**src/rtl/wb_arbiter_rr_pkg.sv**
```systemverilog
// Shared constants for the writeback arbiter: functional-unit ids
// and a constant-evaluable clog2 used for parameter-derived widths.
package wb_arbiter_rr_pkg;

    localparam int UNIT_ALUMISC = 0;
    localparam int UNIT_MEM     = 1;
    localparam int UNIT_MULT    = 2;

    function automatic int clog2(input int n);
        int r;
        r = 0;
        for (int i = 0; i < 31; i++) begin
            if ((1 << i) < n) begin
                r = i + 1;
            end
        end
        return r;
    endfunction

endpackage

```
**src/rtl/wb_unit_fifo.sv**
```systemverilog
// Small per-unit result FIFO: registered head, count, full and empty.
// Storage is not reset; only pointers and count are.
module wb_unit_fifo
    import wb_arbiter_rr_pkg::*;
#(
    parameter int WIDTH = 38,
    parameter int DEPTH = 2
) (
    input  logic                   clock,
    input  logic                   reset,
    input  logic                   push,
    input  logic                   pop,
    input  logic [WIDTH-1:0]       wdata,
    output logic [WIDTH-1:0]       head,
    output logic [clog2(DEPTH):0]  count,
    output logic                   full,
    output logic                   empty
);

    localparam int AW = clog2(DEPTH);

    logic [WIDTH-1:0] mem [DEPTH];
    logic [AW-1:0]    rd_ptr;
    logic [AW-1:0]    wr_ptr;
    logic             do_push;
    logic             do_pop;

    assign full    = (count == (AW+1)'(DEPTH));
    assign empty   = (count == '0);
    assign do_push = push && !full;
    assign do_pop  = pop && !empty;
    assign head    = mem[rd_ptr];

    always_ff @(posedge clock or posedge reset) begin
        if (reset) begin
            rd_ptr <= '0;
            wr_ptr <= '0;
            count  <= '0;
        end else begin
            if (do_push) begin
                wr_ptr <= wr_ptr + 1'b1;
            end
            if (do_pop) begin
                rd_ptr <= rd_ptr + 1'b1;
            end
            unique case ({do_push, do_pop})
                2'b10:   count <= count + 1'b1;
                2'b01:   count <= count - 1'b1;
                default: count <= count;
            endcase
        end
    end

    always_ff @(posedge clock) begin
        if (do_push) begin
            mem[wr_ptr] <= wdata;
        end
    end

endmodule

```
**src/rtl/wb_arbiter_rr.sv**
```systemverilog
// Round-robin writeback arbiter: per-unit FIFOs feed one register-file
// write port, one retirement per cycle, with sticky drop detection.
module wb_arbiter_rr
    import wb_arbiter_rr_pkg::*;
#(
    parameter int NUM_UNITS = UNIT_MULT + 1,
    parameter int DATA_W    = 32,
    parameter int REG_AW    = 5,
    parameter int BUF_DEPTH = 2
) (
    input  logic                        clock,
    input  logic                        reset,
    input  logic [NUM_UNITS-1:0]        unit_oper,
    input  logic [NUM_UNITS-1:0]        unit_writereg,
    input  logic [NUM_UNITS*REG_AW-1:0] unit_regdest,
    input  logic [NUM_UNITS*DATA_W-1:0] unit_wbvalue,
    output logic [NUM_UNITS-1:0]        unit_ready,
    output logic                        wb_reg_en,
    output logic [REG_AW-1:0]           wb_reg_addr,
    output logic [DATA_W-1:0]           wb_reg_data,
    output logic                        wb_done,
    output logic [clog2(NUM_UNITS)-1:0] wb_unit_id,
    output logic                        buf_overflow
);

    localparam int UW = clog2(NUM_UNITS);
    localparam int FW = 1 + REG_AW + DATA_W;
    localparam int CW = clog2(BUF_DEPTH) + 1;

    logic [FW-1:0]        head [NUM_UNITS];
    logic [NUM_UNITS-1:0] push;
    logic [NUM_UNITS-1:0] pop;
    logic [NUM_UNITS-1:0] full;
    logic [NUM_UNITS-1:0] empty;
    logic [UW-1:0]        ptr;
    logic [UW-1:0]        winner;
    logic                 grant;
    logic [FW-1:0]        sel;

    for (genvar gi = 0; gi < NUM_UNITS; gi++) begin : g_fifo
        logic [CW-1:0] count;

        // Ready comes from the registered count, never from a same-cycle pop
        assign unit_ready[gi] = (count < CW'(BUF_DEPTH));
        assign push[gi]       = unit_oper[gi] && unit_ready[gi];

        wb_unit_fifo #(
            .WIDTH (FW),
            .DEPTH (BUF_DEPTH)
        ) u_fifo (
            .clock (clock),
            .reset (reset),
            .push  (push[gi]),
            .pop   (pop[gi]),
            .wdata ({unit_writereg[gi],
                     unit_regdest[gi*REG_AW +: REG_AW],
                     unit_wbvalue[gi*DATA_W +: DATA_W]}),
            .head  (head[gi]),
            .count (count),
            .full  (full[gi]),
            .empty (empty[gi])
        );
    end

    always_comb begin : arb
        int idx;
        idx    = 0;
        grant  = 1'b0;
        winner = ptr;
        for (int k = 1; k <= NUM_UNITS; k++) begin
            idx = (int'(ptr) + k) % NUM_UNITS;
            if (!grant && !empty[idx]) begin
                grant  = 1'b1;
                winner = UW'(idx);
            end
        end
    end

    always_comb begin
        pop = '0;
        if (grant) begin
            pop[winner] = 1'b1;
        end
    end

    assign sel = head[winner];

    always_ff @(posedge clock or posedge reset) begin
        if (reset) begin
            ptr          <= UW'(NUM_UNITS - 1);
            wb_reg_en    <= 1'b0;
            wb_reg_addr  <= '0;
            wb_reg_data  <= '0;
            wb_done      <= 1'b0;
            wb_unit_id   <= '0;
            buf_overflow <= 1'b0;
        end else begin
            if (|(unit_oper & full)) begin
                buf_overflow <= 1'b1;
            end
            wb_done <= grant;
            if (grant) begin
                ptr         <= winner;
                wb_unit_id  <= winner;
                wb_reg_addr <= sel[DATA_W +: REG_AW];
                wb_reg_data <= sel[DATA_W-1:0];
                wb_reg_en   <= sel[FW-1] &&
                               (sel[DATA_W +: REG_AW] != '0);
            end else begin
                wb_reg_en <= 1'b0;
            end
        end
    end

endmodule

```
**config.mk**
```make
export PLATFORM = sky130hd
export DESIGN_NAME = wb_arbiter_rr
export DESIGN_NICKNAME = d
export VERILOG_FILES = /design/src/rtl/wb_arbiter_rr_pkg.sv /design/src/rtl/wb_unit_fifo.sv /design/src/rtl/wb_arbiter_rr.sv
export SDC_FILE = /design/constraint.sdc
export NUM_CORES = 1
export LEC_CHECK = 0
export ABC_CLOCK_PERIOD_IN_PS = 3200
export CAP_MARGIN = 10
export CORE_ASPECT_RATIO = 0.5
export CORE_MARGIN = 10
export CORE_UTILIZATION = 35
export CTS_BUF_LIST = sky130_fd_sc_hd__clkbuf_8
export CTS_CLUSTER_DIAMETER = 100
export DETAILED_ROUTE_END_ITERATION = 6
export HOLD_SLACK_MARGIN = 0.05
export RECOVER_POWER = 25
export SLEW_MARGIN = 20
export SYNTH_ARGS = -nofsm -noshare
export SYNTH_HDL_FRONTEND = slang
export SYNTH_SLANG_ARGS = --single-unit
```
**constraint.sdc**
```tcl
create_clock -name clock -period 3.2 [get_ports clock]
set_clock_uncertainty 0.2 [all_clocks]
set_input_delay 0.64 -clock clock [delete_from_list [all_inputs] [get_ports clock]]
set_output_delay 0.64 -clock clock [all_outputs]
set_load 0.02 [all_outputs]
```
## After elaboration in Yosys (flattened, before gate mapping)

Memories as Yosys holds them, arrays and structs flattened.
Index checks and enable logic that the tools add are counted.

| word-level totals | value |
|---|---|
| logic and storage cells | 118 |
| RAM bits | 228 |
| register bits after elaboration | 56 |
| output and inout bits | 45 |
| memories kept | 3 |
| bits of input ports | 119 |

| operators by class | value |
|---|---|
| multiplexer cells | 31 |
| reductions and logical operators | 30 |
| $lt $le $gt $ge | 9 |
| eq/ne operators | 9 |
| add/subtract/negate cells | 15 |
| bitwise gates (word level) | 2 |
| div/mod/pow operators | 3 |

Memory list:

| memory | words | bits a word | rd ports | clocked after memory_dff | wr ports | line | RTL |
|---|---|---|---|---|---|---|---|
| g_fifo[0].u_fifo.mem | 2 | 38 | 1 | 0 | 1 | wb_unit_fifo.sv:22 | `logic [WIDTH-1:0] mem [DEPTH];` |
| g_fifo[1].u_fifo.mem | 2 | 38 | 1 | 0 | 1 | wb_unit_fifo.sv:22 |  |
| g_fifo[2].u_fifo.mem | 2 | 38 | 1 | 0 | 1 | wb_unit_fifo.sv:22 |  |

Operators with widths:

| cell | number |
|---|---|
| 32-bit by 4-bit less-than comparator with 1-bit output (second input constant) | 3 |
| 32-bit by 3-bit remainder unit with 32-bit output (second input constant) | 3 |
| 38-bit binary-select mux with 2-bit select | 1 |
| 38-bit 2-to-1 mux | 2 |
| 1-bit 2-to-1 mux | 17 |
| 1-bit logical AND | 13 |
| 2-bit equality test (second input constant) | 6 |
| 2-bit one-hot mux with 2 select lines | 3 |
| 1-bit zero test | 9 |
| 1-bit adder (second input constant) | 6 |
| 2-bit by 1-bit adder with 2-bit output (second input constant) | 3 |
| 2-bit by 2-bit adder with 3-bit output (second input constant) | 2 |
| 1-bit binary-select mux with 2-bit select | 3 |
| 2-bit by 1-bit equality test with 1-bit output (second input constant) | 3 |
| 2-bit zero test | 3 |
| 2-bit less-than comparator (second input constant) | 3 |
| 2-bit 2-to-1 mux | 3 |
| 2-bit nonzero test | 3 |
| 2-bit by 1-bit subtractor with 2-bit output (second input constant) | 3 |
| 5-bit nonzero test | 1 |
| 2-bit by 1-bit adder with 3-bit output (second input constant) | 1 |
| 3-bit AND | 1 |
| 3-bit >= comparator (second input constant) | 1 |
| 2-bit by 3-bit less-than comparator with 1-bit output (second input constant) | 1 |
| other kinds (5) | 5 |

## Longest topological paths before layout

| logic depth | value |
|---|---|
| depth in word-level cells | 19 |
| depth in mapped cells | 16 |

## Modules after synthesis

Synthesis repeated with hierarchy kept, for this count alone.

| second synthesis, totals | value |
|---|---|
| cell total of the unflattened synthesis | 711 |
| area total of the unflattened synthesis | 11579.9 µm² |

By module, submodules not included:

| module | area an instance (µm²) | instances | cells an instance |
|---|---|---|---|
| wb_unit_fifo | 2986.6 | 3 | 137 |
| wb_arbiter_rr | 2620.0 | 1 | 300 |

## Least setup slack after synthesis

OpenSTA, ideal clock, no wires.

| timing | value |
|---|---|
| path type | register -> register |
| start | reg ptr[1] |
| end | reg g_fifo[0].u_fifo.count[1] |
| data required time | 2920 ps |
| arrival time | 2911 ps |
| slack | 9 ps |
| period minus slack after synthesis | 3191 ps |
| buffers on the path | 2 |
| setup time | 80 ps |
| stages on the path, launching flop included | 14 |
| path through | dfstp_2 -> ha_1 -> or3b_4 -> a32o_1 -> a21oi_2 -> a21oi_2 -> or2_1 -> buf_6 -> buf_2 -> nand3_1 -> inv_1 -> ha_1 -> nor2_1 -> xnor2_1 |

| on the way | value |
|---|---|
| longest elaborated chain between the ends | 19 |
| elaborated cells between the ends (all ways) | 37 |
| those cells by class | add/sub (3); div (3); order compare (2); eq/ne (2); mux (19); reduce/logical (8) |

Ends and longest elaborated chain:

| element | line | RTL |
|---|---|---|
| start, declared | wb_arbiter_rr.sv:35 | `logic [UW-1:0] ptr;` |
| start signal, assigned | wb_arbiter_rr.sv:90 | `ptr <= UW'(NUM_UNITS - 1);` |
| start signal, assigned | wb_arbiter_rr.sv:103 | `ptr <= winner;` |
| 2-bit by 2-bit adder with 3-bit output | wb_arbiter_rr.sv:71 | `idx = (int'(ptr) + k) % NUM_UNITS;` |
| 32-bit by 3-bit remainder unit with 32-bit output | wb_arbiter_rr.sv:71 |  |
| 1-bit binary-select mux with 2-bit select | wb_arbiter_rr.sv:72 | `if (!grant && !empty[idx]) begin` |
| 1-bit 2-to-1 mux (implied by the code) (2 in series) | wb_arbiter_rr.sv:72 |  |
| 1-bit zero test | wb_arbiter_rr.sv:72 |  |
| 1-bit logical AND | wb_arbiter_rr.sv:72 |  |
| 1-bit 2-to-1 mux | wb_arbiter_rr.sv:72 |  |
| 1-bit zero test | wb_arbiter_rr.sv:72 |  |
| [... 3 more ...] | - |  |
| 1-bit logical AND (implied by the code) | wb_arbiter_rr.sv:82 | `pop[winner] = 1'b1;` |
| 1-bit 2-to-1 mux (implied by the code) | wb_arbiter_rr.sv:82 |  |
| 1-bit demux with 2-bit select | wb_arbiter_rr.sv:82 |  |
| 3-bit 2-to-1 mux * | wb_arbiter_rr.sv:81 | `if (grant) begin` |
| 1-bit logical AND * | wb_unit_fifo.sv:31 | `assign do_pop = pop && !empty;` |
| net g_fifo[0].u_fifo.do_pop | wb_unit_fifo.sv:26 | `logic do_pop;` |
| 2-bit by 1-bit equality test with 1-bit output / 2-bit equality test (equally long branches) | wb_unit_fifo.sv:46 | `unique case ({do_push, do_pop})` |
| 2-bit one-hot mux with 2 select lines / 2-bit nonzero test (equally long branches) | - |  |
| end signal, assigned | wb_unit_fifo.sv:47 | `2'b10: count <= count + 1'b1;` |
| end signal, assigned | wb_unit_fifo.sv:48 | `2'b01: count <= count - 1'b1;` |
| end signal, assigned | wb_unit_fifo.sv:49 | `default: count <= count;` |
| end, declared | wb_unit_fifo.sv:15 | `output logic [clog2(DEPTH):0] count,` |

Mark *: on every way through the listed nets, which the timed path passes. The rest lies on a longest branch. The select of a mux whose other input is x is not followed.
A chain may end at the register's enable or synchronous reset.

## Worst setup path after layout

| timing | value |
|---|---|
| start | reg ptr[1] |
| end | reg wb_reg_data[4] |

| on the way | value |
|---|---|
| longest elaborated chain between the ends | 15 |
| elaborated cells between the ends (all ways) | 30 |
| those cells by class | add/sub (3); div (3); mux (18); bitwise (1); reduce/logical (5) |

Ends and longest elaborated chain:

| element | line | RTL |
|---|---|---|
| 2-bit by 2-bit adder with 3-bit output | wb_arbiter_rr.sv:71 |  |
| 32-bit by 3-bit remainder unit with 32-bit output | wb_arbiter_rr.sv:71 |  |
| 1-bit binary-select mux with 2-bit select | wb_arbiter_rr.sv:72 |  |
| 1-bit 2-to-1 mux (implied by the code) (2 in series) | wb_arbiter_rr.sv:72 |  |
| 1-bit zero test | wb_arbiter_rr.sv:72 |  |
| 1-bit logical AND | wb_arbiter_rr.sv:72 |  |
| 1-bit 2-to-1 mux | wb_arbiter_rr.sv:72 |  |
| 1-bit zero test | wb_arbiter_rr.sv:72 |  |
| 1-bit logical AND | wb_arbiter_rr.sv:72 |  |
| 2-bit 2-to-1 mux | wb_arbiter_rr.sv:72 |  |
| 2-bit inverter with 3-bit output (implied by the code) | wb_arbiter_rr.sv:86 | `assign sel = head[winner];` |
| 38-bit binary-select mux with 2-bit select | wb_arbiter_rr.sv:86 |  |
| 38-bit 2-to-1 mux (implied by the code) (2 in series) | wb_arbiter_rr.sv:86 |  |
| end signal, assigned | wb_arbiter_rr.sv:106 | `wb_reg_data <= sel[DATA_W-1:0];` |
| end, declared | wb_arbiter_rr.sv:20 | `output logic [DATA_W-1:0] wb_reg_data,` |

Several ways; a longest one is shown, not always the timed one. The select of a mux whose other input is x is not followed.

==> run_results.csv <==
group,metric,value,unit
clocking,cts-buffers-inserted,44,
clocking,cts_hold_repair.buffers,0,
timing,final-max-slew-violation-count,0,
timing,final-hold-violation-count,0,
yosys,synthArstFlopShare,0.194,
yosys,netlist.top_cell.by_area,"edfxtp_1",
global_route,globalRoute.totalOverflow,0,
drt,detail_route.wl_per_cell,21.4,um
power_and_ir_drop,seq_power_share,0.330,
power_and_ir_drop,switching_share,0.383,
timing,achievable-frequency,0.313,GHz
clocking,maximum_root_to_sink_buffer_count,3,
worst_setup_path,critical_path.startpoint_type,"flop",
clocking,cts.clk_slew.worst_paths,0.06,ns
drt,met2_length,16.3,mm
die,die-area,40500,um2
timing,grt_setup_unrepaired,"yes",
drt,drt_first_pass_iters,5,
yosys,yosysMostFrequentCell,"edfxtp_1",
worst_setup_path,critPathArrivalTime,3.46,ns
clocking,cts-htree-levels,2,
placed_design,io_buffers,163,
worst_setup_path,worst_path_largest_cell_delay,0.57,ns
yosys,post_synth_main_area_contributors,"edfxtp_1, dfrtp_1, mux2_2",
yosys,ys.warnings.count,0,
power_and_ir_drop,power_leakage,5.42,nW
global_route,gr-usage-all-layers,0.138,
timing,timing.final.crit_period,3.20,ns
placed_design,cell_area_reported_after_detailed_placement,13700,um2
yosys,synth_edf_count,228,
drt,avgViaCountPerCell,4.87,
worst_setup_path,timing.critical_path.to_type,"flop",
clocking,cts_tree,"yes",
die,floorplan.io_pins,164,
yosys,syn_inst,726,
global_route,number_of_antenna_violations_at_the_first_check_in_global_routing,5,
power_and_ir_drop,clkPwrFrac,0.167,
cells_and_area,flow.area_growth_from_synthesis,31.7,%
yosys,syn-mean-instance-area,15.7,um2
die,core_outline_area,31800,um2
worst_setup_path,cp_max_fo,5,
drt,route.layer.met1.wl,11.9,mm
die,placement_rows,46,
drt,drt_iter0_markers,314,
yosys,synth.distinct_cells,49,
status,status,"finished clean",
timing,timing.slew.headroom,0.576,
power_and_ir_drop,p_comb_frac,0.504,
cells_and_area,design.final.nets,1063,
placed_design,placement.setup.worst_slack,-0.0832,ns
clocking,cts.sink_count,283,
worst_hold_path,path_category_of_the_worst_min_delay_check,"in2async",
yosys,syn-cell-area,11400,um2
die,initial_core_util,0.357,
drt,num_vias,6856,
timing,fin_ws,0.00283,ns
placed_design,finalWeightedCongestion,0.787,
cells_and_area,post-route-cell-area,15000,um2
timing,timing_worst_slew_pin_value,0.636,ns
yosys,synthFlopType,"edfxtp_1",
global_route,first_global_vias,7382,
yosys,synth_commonest_cells,"edfxtp_1, nand2_1, mux2_2",
global_route,grt_start_max_net_pins,74,
die,die_y,147,um
timing,final_min_period_over_clock_period,0.999,
worst_setup_path,timing.setup.critical_path_class,"reg2reg",
yosys,synth.top_cell.area_share,0.602,
worst_setup_path,cp_common_cell,"buf_6",
drt,route.top_layer_used,"met5",
global_route,grt_pass1_wl,43.1,mm
placed_design,place_hpwl,19.1,mm
drt,route.antenna.remaining_nets,0,
worst_setup_path,required,3.46,ns
drt,finalWirelength,30.1,mm
worst_setup_path,critical-path-slowest-cell,"dfstp_2",
cells_and_area,final_layout_size_suffix_gt1_frac,0.249,
timing,setup_violations,0,
die,horizontal_die_dimension,275,um
clocking,clk_latency,0.56,ns
drt,dr_wl_met3,1.26,mm
power_and_ir_drop,power_dens_cells,1130,nW/um2
yosys,postSynthRegisterBits,283,
yosys,synthesized_net_count,852,
power_and_ir_drop,p_sw,6.47,mW
job,max-cap-violations,0,
power_and_ir_drop,max-vdd-ir-drop,0.597,mV
power_and_ir_drop,cellInternalPower,10.4,mW
clocking,cts_root_buf,"clkbuf_8",
drt,drt_drc_violations_left,0,
yosys,synth_seq_area_share,0.723,
worst_setup_path,crit_path_cell_trace,"inv_2 -> ha_4 -> nor3b_4 -> o31ai_4 -> mux2_4 -> a221o_1 -> buf_6 -> nor3_4 -> buf_6 -> clkbuf_16 -> nand2_2 -> a31oi_1",
[cells by family after synthesis]
| logic type | Yosys count | share of synthesized area |
|---|---|---|
| flops | 283 | 0.723 |
| simple gates | 150 | 0.0590 |
| mux | 122 | 0.115 |
| compound gates | 94 | 0.0606 |
| buf+inv | 55 | 0.0230 |
| xor+xnor | 15 | 0.0116 |
| fa+ha+maj | 7 | 0.00770 |
[flip-flops by register name, indices dropped and copies added, names as in the netlist]
name	cells
buf_overflow	1
g_fifo.u_fifo.count	6
g_fifo.u_fifo.mem	228
g_fifo.u_fifo.rd_ptr	3
g_fifo.u_fifo.wr_ptr	3
ptr	1
wb_done	1
wb_reg_addr	5
wb_reg_data	32
wb_reg_en	1
wb_unit_id	2
[worst paths after layout]
kind | start | to | slack [ns] | cells after the start
max reg2reg | ptr[1]$_DFFE_PP1N_ | wb_reg_data[4]$_DFFE_PP0N_ | 0.003 | 12
max in group asynchronous | reset | wb_reg_data[11]$_DFFE_PP0N_ | 1.89 | 3
max | ptr[1]$_DFFE_PP1N_ | wb_reg_data[4]$_DFFE_PP0N_ | 0.003 | 12
min in group clock | buf_overflow$_DFFE_PP0P_ | buf_overflow$_DFFE_PP0P_ | 0.31 | 2
min reg2reg | buf_overflow$_DFFE_PP0P_ | buf_overflow$_DFFE_PP0P_ | 0.31 | 2
min | reset | g_fifo[2].u_fifo.wr_ptr$_DFFE_PP0P_ | 0.27 | 2
[cell usage in the layout (no fill, tap or decap), types with 6 or more instances in the layout]
cell             netlist  routed
dlygate4sd3_1          0      74
buf_12                 0       8
a31oi_1               33      33
inv_1                 12      32
nand2_2                0      27
buf_4                  1      25
dfrtp_1               54      51
nor2_1                51      44
clkbuf_8               0      48
mux2i_1               52      52
buf_6                  6       6
nand2_1               72      43
xnor2_1               13      12
o211ai_1              33      33
mux2_2                69      69
edfxtp_1             228     228
clkinv_1               0       6
clkdlybuf4s50_1        0      89
[what timing repair did]
| action | in CTS | in global routing |
|---|---|---|
| hold endpoints to repair | 0 | 0 |
| gates resized for setup | 6 | 62 |
| pin swaps | 1 | 45 |
| gates cloned | 0 | 9 |
| endpoints found under the setup margin | 39 | 41 |
| buffers inserted | 0 | 7 |
[critical path: cells and delay by family (launching register included)]
kind,cells,cell delay (ns)
AND/OR/NAND/NOR,3,0.41
flip-flops,1,0.57
multiplexers,1,0.32
AO/OA/AOI/OAI,3,0.84
buffers and inverters,4,0.57
adder cells (fa/ha/maj),1,0.18
[layout make-up]
type	count	area (um2)
multi-input cells	388	3140
repair buffers	208	2190
diodes	3	7.51
well taps	432	541
fillers	2758	16900
flip-flops and latches	283	8230
inverters	12	45.0
clock inverters	34	161
clock buffers	48	661
[per-stage QoR]
| step | hold WS, ns | power [mW] | TNS (ns) | std cells | util |
|---|---|---|---|---|---|
| finish | 0.270 | 16.9 | 0 | 1408 | 0.470 |
| global route | 0.289 | 17.9 | -2.19 | 1405 | 0.470 |
| CTS | 0.267 | 15.7 | 0 | 1389 | 0.456 |
| detailed placement | 0.307 | 12.8 | -0.288 | 1307 | 0.429 |
| global placement | 0.282 | 12.6 | 0 | 1307 | 0.429 |
| floorplan | 0.261 | 10.3 | 0 | 726 | - |
[power by group through the flow]
stage / Sequential [mW] / Combinational, mW / Clock [mW]
floorplan: 5.75 / 4.53 / 0
global placement: 5.60 / 6.97 / 0
detailed placement: 5.63 / 7.13 / 0
CTS: 5.57 / 7.21 / 2.90
global route: 5.67 / 9.14 / 3.10
finish: 5.58 / 8.52 / 2.82
[layer usage]
layer,vias up,track usage
met1,3483,0.152
met5,-,0
met3,45,0.0296
met4,2,0.0459
met2,141,0.258
li1,3185,-
(Power assumes the default switching activity.)
